[config.mk]
export PLATFORM = sky130hd
export DESIGN_NAME = canvas_write_ctrl
export DESIGN_NICKNAME = d
export VERILOG_FILES = /design/src/rtl/canvas_pkg.sv /design/src/rtl/raster_scan.sv /design/src/rtl/canvas_write_ctrl.sv
export SDC_FILE = /design/constraint.sdc
export NUM_CORES = 1
export LEC_CHECK = 0
export ABC_AREA = 1
export CORE_ASPECT_RATIO = 1.25
export CORE_MARGIN = 1
export CORE_UTILIZATION = 58
export DETAILED_ROUTE_END_ITERATION = 12
export HOLD_SLACK_MARGIN = 0.02
export PLACE_DENSITY = 0.81
export SETUP_SLACK_MARGIN = 0.02
export SYNTH_ARGS = -nofsm -noshare
export SYNTH_HDL_FRONTEND = slang
export SYNTH_SLANG_ARGS = --single-unit
[constraint.sdc]
create_clock -name CLK -period 5.47 [get_ports CLK]
set_clock_uncertainty 0.2 [all_clocks]
set_input_delay 1.094 -clock CLK [delete_from_list [all_inputs] [get_ports CLK]]
set_output_delay 1.094 -clock CLK [all_outputs]
set_load 0.01 [all_outputs]
[src/rtl/canvas_pkg.sv]
// Shared types and constants for the paint-canvas write path.
// Canvas addresses are {x[9:0], y[9:0]}.
package canvas_pkg;

    localparam int H_RES   = 640;
    localparam int V_RES   = 480;
    localparam int BRUSH_R = 2;
    localparam int COLOR_W = 2;

    typedef logic [COLOR_W-1:0] color_t;
    typedef logic [19:0]        canvas_addr_t;

    typedef enum logic [1:0] {
        IDLE,
        STAMP,
        CLEAR
    } ctrl_state_t;

    function automatic canvas_addr_t pack_addr(
        input logic [9:0] x,
        input logic [9:0] y
    );
        return {x, y};
    endfunction

endpackage

[src/rtl/raster_scan.sv]
// Two-level signed raster counter, x inner and y outer.
// nx/ny expose the position that becomes current after this edge.
module raster_scan #(
    parameter int W = 11
) (
    input  logic                CLK,
    input  logic                Reset_n,
    input  logic                start,
    input  logic                step,
    input  logic signed [W-1:0] x_min,
    input  logic signed [W-1:0] x_max,
    input  logic signed [W-1:0] y_min,
    input  logic signed [W-1:0] y_max,
    output logic signed [W-1:0] nx,
    output logic signed [W-1:0] ny,
    output logic                last
);

    localparam logic signed [W-1:0] ONE = 1;

    logic signed [W-1:0] x_q;
    logic signed [W-1:0] y_q;
    logic signed [W-1:0] xmin_q;
    logic signed [W-1:0] xmax_q;
    logic signed [W-1:0] ymax_q;
    logic                wrap;

    always_comb begin
        wrap = (x_q == xmax_q);
        last = wrap && (y_q == ymax_q);
        nx   = x_q;
        ny   = y_q;
        if (start) begin
            nx = x_min;
            ny = y_min;
        end else if (step) begin
            nx = wrap ? xmin_q : x_q + ONE;
            ny = wrap ? y_q + ONE : y_q;
        end
    end

    always_ff @(posedge CLK) begin
        if (!Reset_n) begin
            x_q    <= '0;
            y_q    <= '0;
            xmin_q <= '0;
            xmax_q <= '0;
            ymax_q <= '0;
        end else begin
            x_q <= nx;
            y_q <= ny;
            if (start) begin
                xmin_q <= x_min;
                xmax_q <= x_max;
                ymax_q <= y_max;
            end
        end
    end

endmodule

[src/rtl/canvas_write_ctrl.sv]
// Canvas RAM write-port owner: brush stamps and full-canvas clears,
// one pixel per cycle through a shared raster counter.
module canvas_write_ctrl
    import canvas_pkg::*;
#(
    parameter int H_RES   = canvas_pkg::H_RES,
    parameter int V_RES   = canvas_pkg::V_RES,
    parameter int BRUSH_R = canvas_pkg::BRUSH_R
) (
    input  logic         CLK,
    input  logic         Reset_n,
    input  logic         paint_valid,
    output logic         paint_ready,
    input  logic [9:0]   paint_x,
    input  logic [9:0]   paint_y,
    input  color_t       paint_color,
    input  logic         clear_req,
    output logic         wr_en,
    output canvas_addr_t wr_addr,
    output color_t       wr_data,
    output logic         busy,
    output logic         clear_done
);

    localparam int W = 11;
    typedef logic signed [W-1:0] coord_t;

    localparam coord_t POS_R = coord_t'(BRUSH_R);
    localparam coord_t NEG_R = -coord_t'(BRUSH_R);
    localparam coord_t H_LIM = coord_t'(H_RES);
    localparam coord_t V_LIM = coord_t'(V_RES);

    ctrl_state_t state_q, state_d;
    logic        clear_pend_q, clear_pend_d;
    logic [9:0]  cx_q, cy_q;
    color_t      col_q;

    logic        start, step, emit, use_in, sweep;
    logic        clear_done_d, last, in_range;
    coord_t      x_min, x_max, y_min, y_max;
    coord_t      nx, ny, px, py;
    logic [9:0]  cen_x, cen_y;
    color_t      col;

    assign paint_ready = (state_q == IDLE) && !clear_pend_q && Reset_n;

    always_comb begin
        state_d      = state_q;
        clear_pend_d = clear_pend_q;
        start        = 1'b0;
        step         = 1'b0;
        emit         = 1'b0;
        use_in       = 1'b0;
        clear_done_d = 1'b0;
        unique case (state_q)
            IDLE: begin
                if (clear_pend_q) begin
                    state_d      = CLEAR;
                    clear_pend_d = 1'b0;
                    start        = 1'b1;
                    emit         = 1'b1;
                end else if (paint_valid && paint_ready) begin
                    state_d = STAMP;
                    start   = 1'b1;
                    emit    = 1'b1;
                    use_in  = 1'b1;
                    if (clear_req) clear_pend_d = 1'b1;
                end else if (clear_req) begin
                    clear_pend_d = 1'b1;
                end
            end
            STAMP: begin
                if (clear_req) clear_pend_d = 1'b1;
                if (!last) begin
                    step = 1'b1;
                    emit = 1'b1;
                end else if (clear_pend_q || clear_req) begin
                    // Chain straight into the sweep; no idle gap.
                    state_d      = CLEAR;
                    clear_pend_d = 1'b0;
                    start        = 1'b1;
                    emit         = 1'b1;
                end else begin
                    state_d = IDLE;
                end
            end
            CLEAR: begin
                if (!last) begin
                    step = 1'b1;
                    emit = 1'b1;
                end else begin
                    state_d      = IDLE;
                    clear_done_d = 1'b1;
                end
            end
            default: state_d = IDLE;
        endcase
    end

    always_comb begin
        sweep = (state_d == CLEAR);
        x_min = sweep ? coord_t'(0) : NEG_R;
        x_max = sweep ? H_LIM - coord_t'(1) : POS_R;
        y_min = sweep ? coord_t'(0) : NEG_R;
        y_max = sweep ? V_LIM - coord_t'(1) : POS_R;
        cen_x = sweep ? '0 : (use_in ? paint_x : cx_q);
        cen_y = sweep ? '0 : (use_in ? paint_y : cy_q);
        col   = sweep ? '0 : (use_in ? paint_color : col_q);
        px    = coord_t'({1'b0, cen_x}) + nx;
        py    = coord_t'({1'b0, cen_y}) + ny;
        in_range = !px[W-1] && (px < H_LIM) && !py[W-1] && (py < V_LIM);
    end

    raster_scan #(.W(W)) u_scan (
        .CLK     (CLK),
        .Reset_n (Reset_n),
        .start   (start),
        .step    (step),
        .x_min   (x_min),
        .x_max   (x_max),
        .y_min   (y_min),
        .y_max   (y_max),
        .nx      (nx),
        .ny      (ny),
        .last    (last)
    );

    always_ff @(posedge CLK) begin
        if (!Reset_n) begin
            state_q      <= IDLE;
            clear_pend_q <= 1'b0;
            cx_q         <= '0;
            cy_q         <= '0;
            col_q        <= '0;
            wr_en        <= 1'b0;
            wr_addr      <= '0;
            wr_data      <= '0;
            busy         <= 1'b0;
            clear_done   <= 1'b0;
        end else begin
            state_q      <= state_d;
            clear_pend_q <= clear_pend_d;
            busy         <= (state_d != IDLE);
            clear_done   <= clear_done_d;
            wr_en        <= emit && in_range;
            if (emit && in_range) begin
                wr_addr <= pack_addr(px[9:0], py[9:0]);
                wr_data <= col;
            end
            if (use_in) begin
                cx_q  <= paint_x;
                cy_q  <= paint_y;
                col_q <= paint_color;
            end
        end
    end

endmodule

==> results.ini <==
[synthesis]
synth-edff-count = 0
ys_types = 39
syn-num-nets = 815
netlist.area_leader.share = 0.304
synthCells = 761
syn_avg_cell_area_um2 = 6.50
yosysWarnings = 0
synth_area_leaders = dfxtp_1 30%, nand2_1 13%, inv_1 9.1%
netlist_area_um2 = 4940
synth_area_leader_cell = dfxtp_1
synthFlopType = dfxtp_1
seq_area_frac_synth = 0.304
synth_seq_cells = 75
ys_async_sr_fraction = 0

[grt]
grt_antenna_before_repair = 0
overflow = 0
grt_pass1_vias = 4713
grt_pass1_wl_mm = 21.3
grt_max_degree = 45
gr-usage-all-layers = 0.301

[timing]
fin_crit_ns = 5.05
worst_slew_pin_slew_ns = 0.549
rsz0062_at_grt = no
setup_viol = 0
finalCritPeriodShare = 0.923
hold_viol = 0
fmax_mhz = 198
slew-limit-headroom = 0.632
drv_slew = 0
hold-worst-slack_ns = 0.250

[clocking]
path_clk_slew_ns = 0.08
clockRootBuffer = clkbuf_8
cts_buffers = 9
clock_path_buffers = 2
cts_max_level = 3
clk_latency_ns = 0.36
cts_tree = yes
cts.sinks = 75

[drt]
drtIter0Drc = 368
vias = 4833
wl_mm = 12.6
antenna_left = 0
wl_per_cell_um = 13.8
firstDrtPassIters = 5
drc = 0
viasPerCell = 5.32

[floorplanning]
num_rows = 37
die-area_um2 = 8900
die_h_um = 105
core_um2 = 8240
start_util = 0.600
io_pins = 52
dieWidth_um = 84.6

[place]
dp_cells = 892
place_congestion = 0.912
numPortBuffers = 51
dp_hpwl_mm = 9.79

[flow_run]
drv_cap = 0

[critical_path]
critPathKind = primary input to flip-flop
required_ns = 5.56
critPathLaunchType = primary input
reg2regPathDepth = 29
cp-end-kind = flip-flop
critPathMaxFanout = 22
worstPathArrival_ns = 5.14

[hold_path]
hp-class = flip-flop to flip-flop
hold_depth = 2

[cells_and_area]
seqCellArea_um2 = 1500
drive_gt1_frac = 0.0777
n_antenna_cell = 0
fillers = 730
finalNonFillerCells = 908
syn2layout_area_growth_pct = 15.6
fin_nets = 860
multi_input_comb_area_um2 = 2840

[outcome]
status = finished clean

Yosys cell counts, drive strengths merged (3+ instances only):
cell type	n
ha	26
nor2	120
xnor2	9
inv	125
o211ai	6
dfxtp	75
o21ai	46
nand2	184
buf	13
nand3	53
clkbuf	13
nor3	9
or2	3
nand4	8
xor2	14
nor4	4
and2	3
a21oi	36
per-layer routing:
metal	wire [µm]	up-vias	track usage	share of wire
met1	5360	2209	0.363	0.43
met3	480	29	0.0392	0.038
met4	393	0	0.142	0.031
li1	-	2469	-	-
met5	0	-	0	0
met2	6320	126	0.526	0.50
logic make-up (layout without fill, tap and decap cells):
group / after synthesis / in the layout / synth area share
AND/OR/NAND/NOR: 386 / 386 / 0.351
buffers and inverters: 151 / 201 / 0.123
AO/OA/AOI/OAI: 98 / 98 / 0.108
flip-flops: 75 / 75 / 0.304
adder cells (fa/ha/maj): 28 / 28 / 0.0739
XOR/XNOR: 23 / 23 / 0.0408
registers in the layout (all words and copies together), names as in the netlist:
name           count
clear_pend_q       1
state_q            2
wr_en              1
u_scan.x_q        11
col_q              2
wr_addr           20
u_scan.y_q        11
wr_data            2
u_scan.xmax_q      2
clear_done         1
u_scan.xmin_q      1
cy_q              10
busy               1
cx_q              10
worst paths after layout:
| path | start | endpoint | slack (ns) |
|---|---|---|---|
| setup / recovery | Reset_n | wr_addr[1] | 0.42 |
| hold / removal | wr_addr[9] | wr_addr[9] | 0.25 |
| setup reg to reg | u_scan.xmax_q[6] | wr_addr[1] | 0.55 |
| hold reg to reg | wr_addr[9] | wr_addr[9] | 0.25 |
area by class of cell:
cell class,count,share of cell area
flip-flops and latches,75,0.263
repair buffers,60,0.103
clock buffers,10,0.0223
inverters,125,0.0821
well taps,97,0.0212
multi-input cells,535,0.497
clock inverters,6,0.0114
stage by stage:
step / instance area [µm²] / util / TNS, ns / setup slack [ns]
after global placement: 5520 / 0.670 / -0.204 / -0.0291
after global routing: 5720 / 0.694 / 0 / 0.0539
after floorplan: 4940 / - / 0 / 0.983
after CTS: 5710 / 0.693 / 0 / 0.262
after detailed placement: 5520 / 0.670 / -1.79 / -0.117
final: 5720 / 0.694 / 0 / 0.422
cells in the final DEF (no fill, tap or decap), drive strengths merged, types with 8 or more instances in the layout:
cell type,n
a21oi,36
nand2,184
dfxtp,75
xnor2,9
inv,126
nand4,8
nand3,53
clkdlybuf4s50,51
xor2,14
nor2,120
o21ai,46
buf,9
nor3,9
clkbuf,10
ha,26
critical path, stage by stage:
cell	delay (ns)
clkdlybuf4s50_1	0.49
inv_2	0.07
nor2_2	0.12
nand2_1	0.14
a21oi_1	0.19
inv_1	0.07
nand2_2	0.26
nand4_4	0.15
inv_1	0.21
nor2_1	0.10
ha_1	0.36
nand2_1	0.10
nand2_1	0.07
a221oi_1	0.29
nand2_1	0.11
nand2_1	0.11
nand2_1	0.07
a21oi_1	0.22
nand3b_1	0.18
nand3_2	0.10
nor2_4	0.41
nor2_1	0.08
nor2_1	0.13
timing repair:
action,CTS,global route
buffers inserted,0,0
setup endpoints to repair,0,21
resized for setup,0,1
hold endpoints to repair,0,0
hold buffers,0,0
Power is left out: the tool's default activity adds up to more than one toggle a clock period on the data nets, which glitch-free logic cannot reach.
